$ cat src/rtl/mux_seq_pkg.sv
// rtl/mux_seq_pkg.sv - shared constants for the mux vector sequencer
package mux_seq_pkg;

    localparam logic [2:0] ST_IDLE    = 3'd0;
    localparam logic [2:0] ST_APPLY   = 3'd1;
    localparam logic [2:0] ST_SETTLE  = 3'd2;
    localparam logic [2:0] ST_CAPTURE = 3'd3;
    localparam logic [2:0] ST_DONE    = 3'd4;

    localparam int PI_LSB      = 0;
    localparam int OVR_VAL_LSB = 9;
    localparam int OVR_SEL_LSB = 13;

    localparam int PO_T = 0;
    localparam int PO_N = 1;
    localparam int PO_R = 2;
    localparam int PO_K = 3;
    localparam int PO_M = 4;

endpackage

$ cat src/rtl/mux_vec_buf.sv
// rtl/mux_vec_buf.sv - stimulus/expected vector store and per-vector result array
module mux_vec_buf #(
    parameter int DEPTH  = 8,
    parameter int STIM_W = 17,
    parameter int PO_W   = 5,
    parameter int AW     = $clog2(DEPTH)
) (
    input  logic              clk,
    input  logic              rst,
    input  logic              wr_en,
    input  logic [AW-1:0]     wr_addr,
    input  logic [STIM_W-1:0] wr_stim,
    input  logic [PO_W-1:0]   wr_exp,
    input  logic [PO_W-1:0]   wr_mask,
    input  logic [AW-1:0]     vec_addr,
    output logic [STIM_W-1:0] vec_stim,
    output logic [PO_W-1:0]   vec_exp,
    output logic [PO_W-1:0]   vec_mask,
    input  logic              res_clear,
    input  logic              res_en,
    input  logic [AW-1:0]     res_addr,
    input  logic [PO_W-1:0]   res_obs,
    input  logic              res_fail,
    input  logic [AW-1:0]     rb_addr,
    output logic [PO_W-1:0]   rb_obs,
    output logic              rb_fail
);

    logic [STIM_W-1:0] stim_mem [DEPTH];
    logic [PO_W-1:0]   exp_mem  [DEPTH];
    logic [PO_W-1:0]   mask_mem [DEPTH];
    logic [PO_W-1:0]   obs_mem  [DEPTH];
    logic [DEPTH-1:0]  fail_flags;

    // vector entries are only meaningful below count, so they carry no reset
    always_ff @(posedge clk) begin
        if (wr_en) begin
            stim_mem[wr_addr] <= wr_stim;
            exp_mem[wr_addr]  <= wr_exp;
            mask_mem[wr_addr] <= wr_mask;
        end
    end

    // captured outputs, readable after a run
    always_ff @(posedge clk) begin
        if (res_en) begin
            obs_mem[res_addr] <= res_obs;
        end
    end

    // mismatch flags are cleared by reset and by a buffer clear
    always_ff @(posedge clk) begin
        if (rst || res_clear) begin
            fail_flags <= '0;
        end else if (res_en) begin
            fail_flags[res_addr] <= res_fail;
        end
    end

    assign vec_stim = stim_mem[vec_addr];
    assign vec_exp  = exp_mem[vec_addr];
    assign vec_mask = mask_mem[vec_addr];
    assign rb_obs   = obs_mem[rb_addr];
    assign rb_fail  = fail_flags[rb_addr];

endmodule

$ cat src/rtl/mux_vec_sequencer.sv
// rtl/mux_vec_sequencer.sv - applies stored vectors to the mux circuit and checks its outputs
module mux_vec_sequencer #(
    parameter int DEPTH  = 8,
    parameter int SETTLE = 2,
    parameter int PI_W   = 9,
    parameter int OVR_W  = 4,
    parameter int PO_W   = 5
) (
    input  logic                         clk,
    input  logic                         rst,
    input  logic                         clear,
    input  logic                         ld_valid,
    output logic                         ld_ready,
    input  logic [PI_W+2*OVR_W-1:0]      ld_stim,
    input  logic [PO_W-1:0]              ld_exp,
    input  logic [PO_W-1:0]              ld_mask,
    input  logic                         start,
    output logic                         busy,
    output logic                         done,
    output logic                         pass,
    output logic [$clog2(DEPTH+1)-1:0]   fail_cnt,
    output logic [$clog2(DEPTH)-1:0]     first_fail,
    output logic [PI_W-1:0]              dut_pi,
    output logic [OVR_W-1:0]             dut_ovr_val,
    output logic [OVR_W-1:0]             dut_ovr_sel,
    input  logic [PO_W-1:0]              dut_po,
    input  logic [$clog2(DEPTH)-1:0]     rd_idx,
    output logic [PO_W-1:0]              rd_obs,
    output logic                         rd_fail
);

    import mux_seq_pkg::*;

    localparam int AW     = $clog2(DEPTH);
    localparam int CW     = $clog2(DEPTH + 1);
    localparam int STIM_W = PI_W + 2 * OVR_W;
    localparam int SW     = (SETTLE > 1) ? $clog2(SETTLE) : 1;

    logic [2:0]        state;
    logic [CW-1:0]     count;
    logic [AW-1:0]     idx;
    logic [SW-1:0]     settle_cnt;
    logic [STIM_W-1:0] cur_stim;
    logic [PO_W-1:0]   cur_exp;
    logic [PO_W-1:0]   cur_mask;
    logic              load_fire;
    logic              cap_fail;
    logic              last_vec;
    logic              in_idle;

    assign in_idle   = (state == ST_IDLE);
    assign ld_ready  = in_idle && (count < CW'(DEPTH));
    assign load_fire = ld_valid && ld_ready && !clear;
    assign busy      = !in_idle;
    assign cap_fail  = |((dut_po ^ cur_exp) & cur_mask);
    assign last_vec  = (CW'(idx) == (count - CW'(1)));

    mux_vec_buf #(
        .DEPTH  (DEPTH),
        .STIM_W (STIM_W),
        .PO_W   (PO_W)
    ) u_buf (
        .clk       (clk),
        .rst       (rst),
        .wr_en     (load_fire),
        .wr_addr   (count[AW-1:0]),
        .wr_stim   (ld_stim),
        .wr_exp    (ld_exp),
        .wr_mask   (ld_mask),
        .vec_addr  (idx),
        .vec_stim  (cur_stim),
        .vec_exp   (cur_exp),
        .vec_mask  (cur_mask),
        .res_clear (in_idle && clear),
        .res_en    (state == ST_CAPTURE),
        .res_addr  (idx),
        .res_obs   (dut_po),
        .res_fail  (cap_fail),
        .rb_addr   (rd_idx),
        .rb_obs    (rd_obs),
        .rb_fail   (rd_fail)
    );

    // run sequencing: load/clear/start in IDLE, then apply-settle-capture per vector
    always_ff @(posedge clk) begin
        if (rst) begin
            state       <= ST_IDLE;
            count       <= '0;
            idx         <= '0;
            settle_cnt  <= '0;
            fail_cnt    <= '0;
            first_fail  <= '0;
            pass        <= 1'b0;
            done        <= 1'b0;
            dut_pi      <= '0;
            dut_ovr_val <= '0;
            dut_ovr_sel <= '0;
        end else begin
            done <= 1'b0;
            case (state)
                ST_IDLE: begin
                    if (clear) begin
                        count      <= '0;
                        fail_cnt   <= '0;
                        first_fail <= '0;
                        pass       <= 1'b0;
                    end else begin
                        if (load_fire) begin
                            count <= count + CW'(1);
                        end
                        if (start) begin
                            fail_cnt   <= '0;
                            first_fail <= '0;
                            idx        <= '0;
                            // an entry accepted alongside start joins this run
                            if ((count != '0) || load_fire) begin
                                pass  <= 1'b0;
                                state <= ST_APPLY;
                            end else begin
                                state <= ST_DONE;
                            end
                        end
                    end
                end
                ST_APPLY: begin
                    dut_pi      <= cur_stim[PI_LSB +: PI_W];
                    dut_ovr_val <= cur_stim[OVR_VAL_LSB +: OVR_W];
                    dut_ovr_sel <= cur_stim[OVR_SEL_LSB +: OVR_W];
                    settle_cnt  <= SW'(SETTLE - 1);
                    state       <= ST_SETTLE;
                end
                ST_SETTLE: begin
                    if (settle_cnt == '0) begin
                        state <= ST_CAPTURE;
                    end else begin
                        settle_cnt <= settle_cnt - SW'(1);
                    end
                end
                ST_CAPTURE: begin
                    if (cap_fail) begin
                        fail_cnt <= fail_cnt + CW'(1);
                        if (fail_cnt == '0) begin
                            first_fail <= idx;
                        end
                    end
                    if (last_vec) begin
                        state <= ST_DONE;
                    end else begin
                        idx   <= idx + AW'(1);
                        state <= ST_APPLY;
                    end
                end
                ST_DONE: begin
                    done        <= 1'b1;
                    pass        <= (fail_cnt == '0);
                    dut_pi      <= '0;
                    dut_ovr_val <= '0;
                    dut_ovr_sel <= '0;
                    state       <= ST_IDLE;
                end
                default: begin
                    state <= ST_IDLE;
                end
            endcase
        end
    end

endmodule
$ cat config.mk
export PLATFORM = sky130hd
export DESIGN_NAME = mux_vec_sequencer
export DESIGN_NICKNAME = d
export VERILOG_FILES = /design/src/rtl/mux_seq_pkg.sv /design/src/rtl/mux_vec_buf.sv /design/src/rtl/mux_vec_sequencer.sv
export SDC_FILE = /design/constraint.sdc
export NUM_CORES = 1
export LEC_CHECK = 0
export BUFFER_PORTS_ARGS = -buffer_cell sky130_fd_sc_hd__buf_2
export CAP_MARGIN = 10
export CORE_MARGIN = 8
export CORE_UTILIZATION = 30
export DETAILED_ROUTE_END_ITERATION = 8
export GPL_ROUTABILITY_DRIVEN = 1
export GPL_TIMING_DRIVEN = 0
export SETUP_SLACK_MARGIN = 0.1
export SYNTH_ARGS = -nofsm -noshare
export SYNTH_HDL_FRONTEND = slang
export SYNTH_HIERARCHICAL = 1
export SYNTH_SLANG_ARGS = --single-unit
$ cat constraint.sdc
create_clock -name clk -period 3.55 [get_ports clk]
set_clock_uncertainty 0.05 [all_clocks]
set_input_delay 0.355 -clock clk [delete_from_list [all_inputs] [get_ports clk]]
set_output_delay 0.355 -clock clk [all_outputs]
set_load 0.03 [all_outputs]
==> metrics <==
total via count in the routed design=6229; Antenna Nets Post-Route=0; Hold Vio Cnt, Final=0; Register-to-Register Setup Slack=~0.31 ns; top layer used by detailed routing=met4; number of nets in the finished design=approximately 810; CP dominant cell by count=sky130_fd_sc_hd__buf_6; Pins Over Slew Limit=0; Post-Syn Area=around 12000 µm²; maximum number of pins on one net before global-route repair=21; synth warn=6; critical-path maximum fanout=14; type of destination of the critical path=flip-flop; slew margin rel.=roughly 44%; clock insertion delay at the later pin of the skew report=between 0.5 and 0.6 ns; placeable core region=approximately 40000 µm²; gpl congestion=0.7421; mean instance size in the synthesized netlist=approximately 19 µm²; total of flip-flops plus latches after synthesis=roughly 300; switching component of the power=roughly 1600 µW; most area-hungry cell type in the Yosys netlist=sky130_fd_sc_hd__edfxtp_1; Slowest-stage cell, CP=sky130_fd_sc_hd__mux4_1; # IOs=74; required arrival time at the worst endpoint=a little under 4 ns; result of the run=finished, final reports clean; Synthesized Nets=approximately 670; final core utilization=between 30% and 40%; arrival time reported for the critical path endpoint=approximately 3.6 ns; area delta synth->final=21.58%; Seq pwr share=a little over 50%; most numerous cell in the Yosys netlist=sky130_fd_sc_hd__edfxtp_1; met2 wire length=~12000 µm; via density per instance=~4.7; total buffers and inverters traversed by the critical path=3; CTS tree=yes; combinational group share of total power=under 10%; Horiz. Die Dim=around 220 µm; ordered cell list for the critical path=buf_6 -> buf_6 -> mux4_1 -> mux2_2 -> xor2_1 -> a22oi_1 -> nand3_2 -> clkbuf_1 -> mux2i_1 -> nor2_1; Worst Tran Pin Value=just over 0.8 ns; final critical-path share of the clock period=between 90% and 100%; delay contributed by the slowest stage of the critical path=0.57 ns; number of enable-type register cells in the synthesized netlist=~260; number of failing setup endpoints in the final timing report=0; share of the synthesized area in the top cell type=between 60% and 70%; Pint=a little over 6000 µW; violation count after the first detailed-route iteration=around 440; initial antenna violation count=1; Overall Global Routing Usage=between 10% and 20%; Setup Crit Path Kind=flip-flop to flip-flop; HPWL after detailed placement=16890 µm; fraction of registers with async set or reset after synthesis=0%; depth of the CTS H-tree=1; CTS Buf Count=30; most used flip-flop cell after synthesis=sky130_fd_sc_hd__edfxtp_1; Num Clock Sinks=301; wire length of the first global-routing pass=about 40000 µm; standard-cell rows=73; count of TritonRoute iterations in the first routing pass=5; Max-Cap Viols=0; power after layout=7749 µW; power per unit of standard cell area=between 500 and 600 nW/µm²; clock root buffer=sky130_fd_sc_hd__clkbuf_16; Port Buf Inserts=72; LEAKAGE=0.004951 µW; met3 wirelength from detailed routing=1437 µm; RSZ-0062 raised after global routing=no; detailed-routing wirelength on met1=12100 µm; hold crit path type=input port to flip-flop; min cycle time layout=3.237 ns; WL final=25610 µm; ranking of synthesized cells by area=sky130_fd_sc_hd__edfxtp_1 (64%), sky130_fd_sc_hd__mux4_1 (12%), sky130_fd_sc_hd__dfxtp_1 (7.5%), sky130_fd_sc_hd__mux2_2 (3.1%), sky130_fd_sc_hd__mux4_2 (2.2%); remaining global-route overflow=0; post-synthesis cell count=about 630; post-detailed-route DRC marker count=0; delay-heaviest family, CP=multiplexers; post-CTS setup buffer count=0; worst ir drop on vdd=slightly above 0.4 mV; number of inserted filler cells in the final layout=between 3000 and 4000; Synth top cells by count=sky130_fd_sc_hd__edfxtp_1 (256), sky130_fd_sc_hd__mux4_1 (54), sky130_fd_sc_hd__dfxtp_1 (45); maximum achievable frequency=around 0.31 GHz; CTS clk-pin slew, worst paths=about 0.070 ns; initial standard-cell utilization of the core=a little under a third; share of total power in the clock network=43.6%; sequential-to-total area share from yosys stat=between 70% and 80%; number of global-route vias before repair=6505; net switching share of the total power=21.00%; die outline area=46960 µm²; type of element launching the critical path=flip-flop; maximum buffer depth of the clock tree=3; distinct cell type count of the synthesized netlist=52; layout cell share with drive strength beyond 1=between 20% and 30%; average routed wire per standard cell=a little under 20 µm; die span in y=around 220 µm
## power by group through the flow
| stage | combinational [µW] | clock (µW) | sequential (µW) |
|---|---|---|---|
| floorplan | 245 | 0 | 4000 |
| global placement | 425 | 0 | 3980 |
| global route | 513 | 3590 | 3910 |
| CTS | 476 | 3450 | 3900 |
| detailed placement | 454 | 0 | 3980 |
| finish | 468 | 3380 | 3900 |
## cell usage in the layout, fill, tap and decap left out, types with 6 or more instances in the layout
cell type / synthesis / layout
sky130_fd_sc_hd__dlygate4sd3_1: 0 / 20
sky130_fd_sc_hd__a21oi_1: 10 / 10
sky130_fd_sc_hd__edfxtp_1: 256 / 256
sky130_fd_sc_hd__xor2_1: 9 / 9
sky130_fd_sc_hd__clkinv_1: 0 / 7
sky130_fd_sc_hd__buf_2: 3 / 79
sky130_fd_sc_hd__mux2i_1: 9 / 9
sky130_fd_sc_hd__dfxtp_1: 45 / 43
sky130_fd_sc_hd__mux2_2: 33 / 33
sky130_fd_sc_hd__a22oi_1: 21 / 21
sky130_fd_sc_hd__bufinv_16: 0 / 7
sky130_fd_sc_hd__buf_6: 8 / 8
sky130_fd_sc_hd__nor2_1: 44 / 38
sky130_fd_sc_hd__o21ai_0: 7 / 7
sky130_fd_sc_hd__nor2_4: 0 / 6
sky130_fd_sc_hd__nand2_1: 11 / 11
sky130_fd_sc_hd__clkbuf_1: 10 / 12
sky130_fd_sc_hd__mux4_1: 54 / 54
sky130_fd_sc_hd__mux4_2: 12 / 12
sky130_fd_sc_hd__buf_16: 0 / 6
sky130_fd_sc_hd__clkbuf_16: 0 / 30
sky130_fd_sc_hd__inv_1: 13 / 13
## registers in the layout, indices dropped and copies added (netlist names)
name,count
u_buf/stim_mem,136
u_buf/exp_mem,40
u_buf/mask_mem,40
u_buf/obs_mem,40
dut_pi,9
u_buf/fail_flags,8
count,4
dut_ovr_sel,4
dut_ovr_val,4
fail_cnt,4
first_fail,3
idx,3
state,3
done,1
pass,1
settle_cnt,1
## logic make-up (layout without fill, tap and decap cells)
family,Yosys count,in the layout,share of synthesized area [%]
adder cells (fa/ha/maj),5,5,0.5177
multiplexers,108,108,17.80
XOR/XNOR,10,10,0.7248
flip-flops,301,301,71.07
AO/OA/AOI/OAI,58,58,3.365
other,0,1,0
AND/OR/NAND/NOR,102,102,4.546
buffers and inverters,45,203,1.978
## final cells by class
| cell class | count | area [µm²] | area share [%] |
|---|---|---|---|
| diodes | 1 | 2.502 | 0.01703 |
| plain buffers | 31 | 191.4 | 1.303 |
| clock buffers | 33 | 762.0 | 5.187 |
| clock inverters | 23 | 304.0 | 2.069 |
| inverters | 14 | 52.55 | 0.3577 |
| multi-input cells | 283 | 3336 | 22.70 |
| flip-flops and latches | 301 | 8591 | 58.47 |
| well taps | 525 | 656.9 | 4.471 |
| repair buffers | 102 | 795.8 | 5.416 |
## metal layers
metal  vias to the layer above  global-route usage [%]
li1                       2863                       -
met1                      3199                   15.29
met2                       136                   16.78
met3                        31                   2.674
met4                         0                   2.074
met5                         -                       0
## through the flow
step / setup TNS, ns / hold slack, ns / setup slack [ns] / std cells / instance area, µm²
floorplan: 0 / 0.4039 / 0.7258 / 629 / 12090
global placement: -127.62 / 0.4238 / -0.6796 / 1226 / 13110
detailed placement: -1.804 / 0.4309 / -0.1934 / 1236 / 13410
CTS: 0 / 0.0002655 / 0.2287 / 1312 / 14680
global route: 0 / 0.01608 / 0.1331 / 1313 / 14690
finish: 0 / 0.01947 / 0.3134 / 1313 / 14690
## worst paths after layout
| kind | end | startpoint | cells past startpoint |
|---|---|---|---|
| worst min register to register | dut_ovr_val[0] | dut_ovr_val[0] | 2 |
| worst max register to register | u_buf/fail_flags[0] | idx[0] | 10 |
| worst min-delay path | u_buf/stim_mem[4][3] | ld_stim[3] | 1 |
| worst max-delay path | u_buf/fail_flags[0] | idx[0] | 10 |
## what timing repair did
action                                 4_1_cts  5_1_grt
endpoints found under the hold margin      150        0
hold buffers                                20        0
setup endpoints to repair                   15        9
resized for setup                            6        2
(Power assumes the default switching activity.)
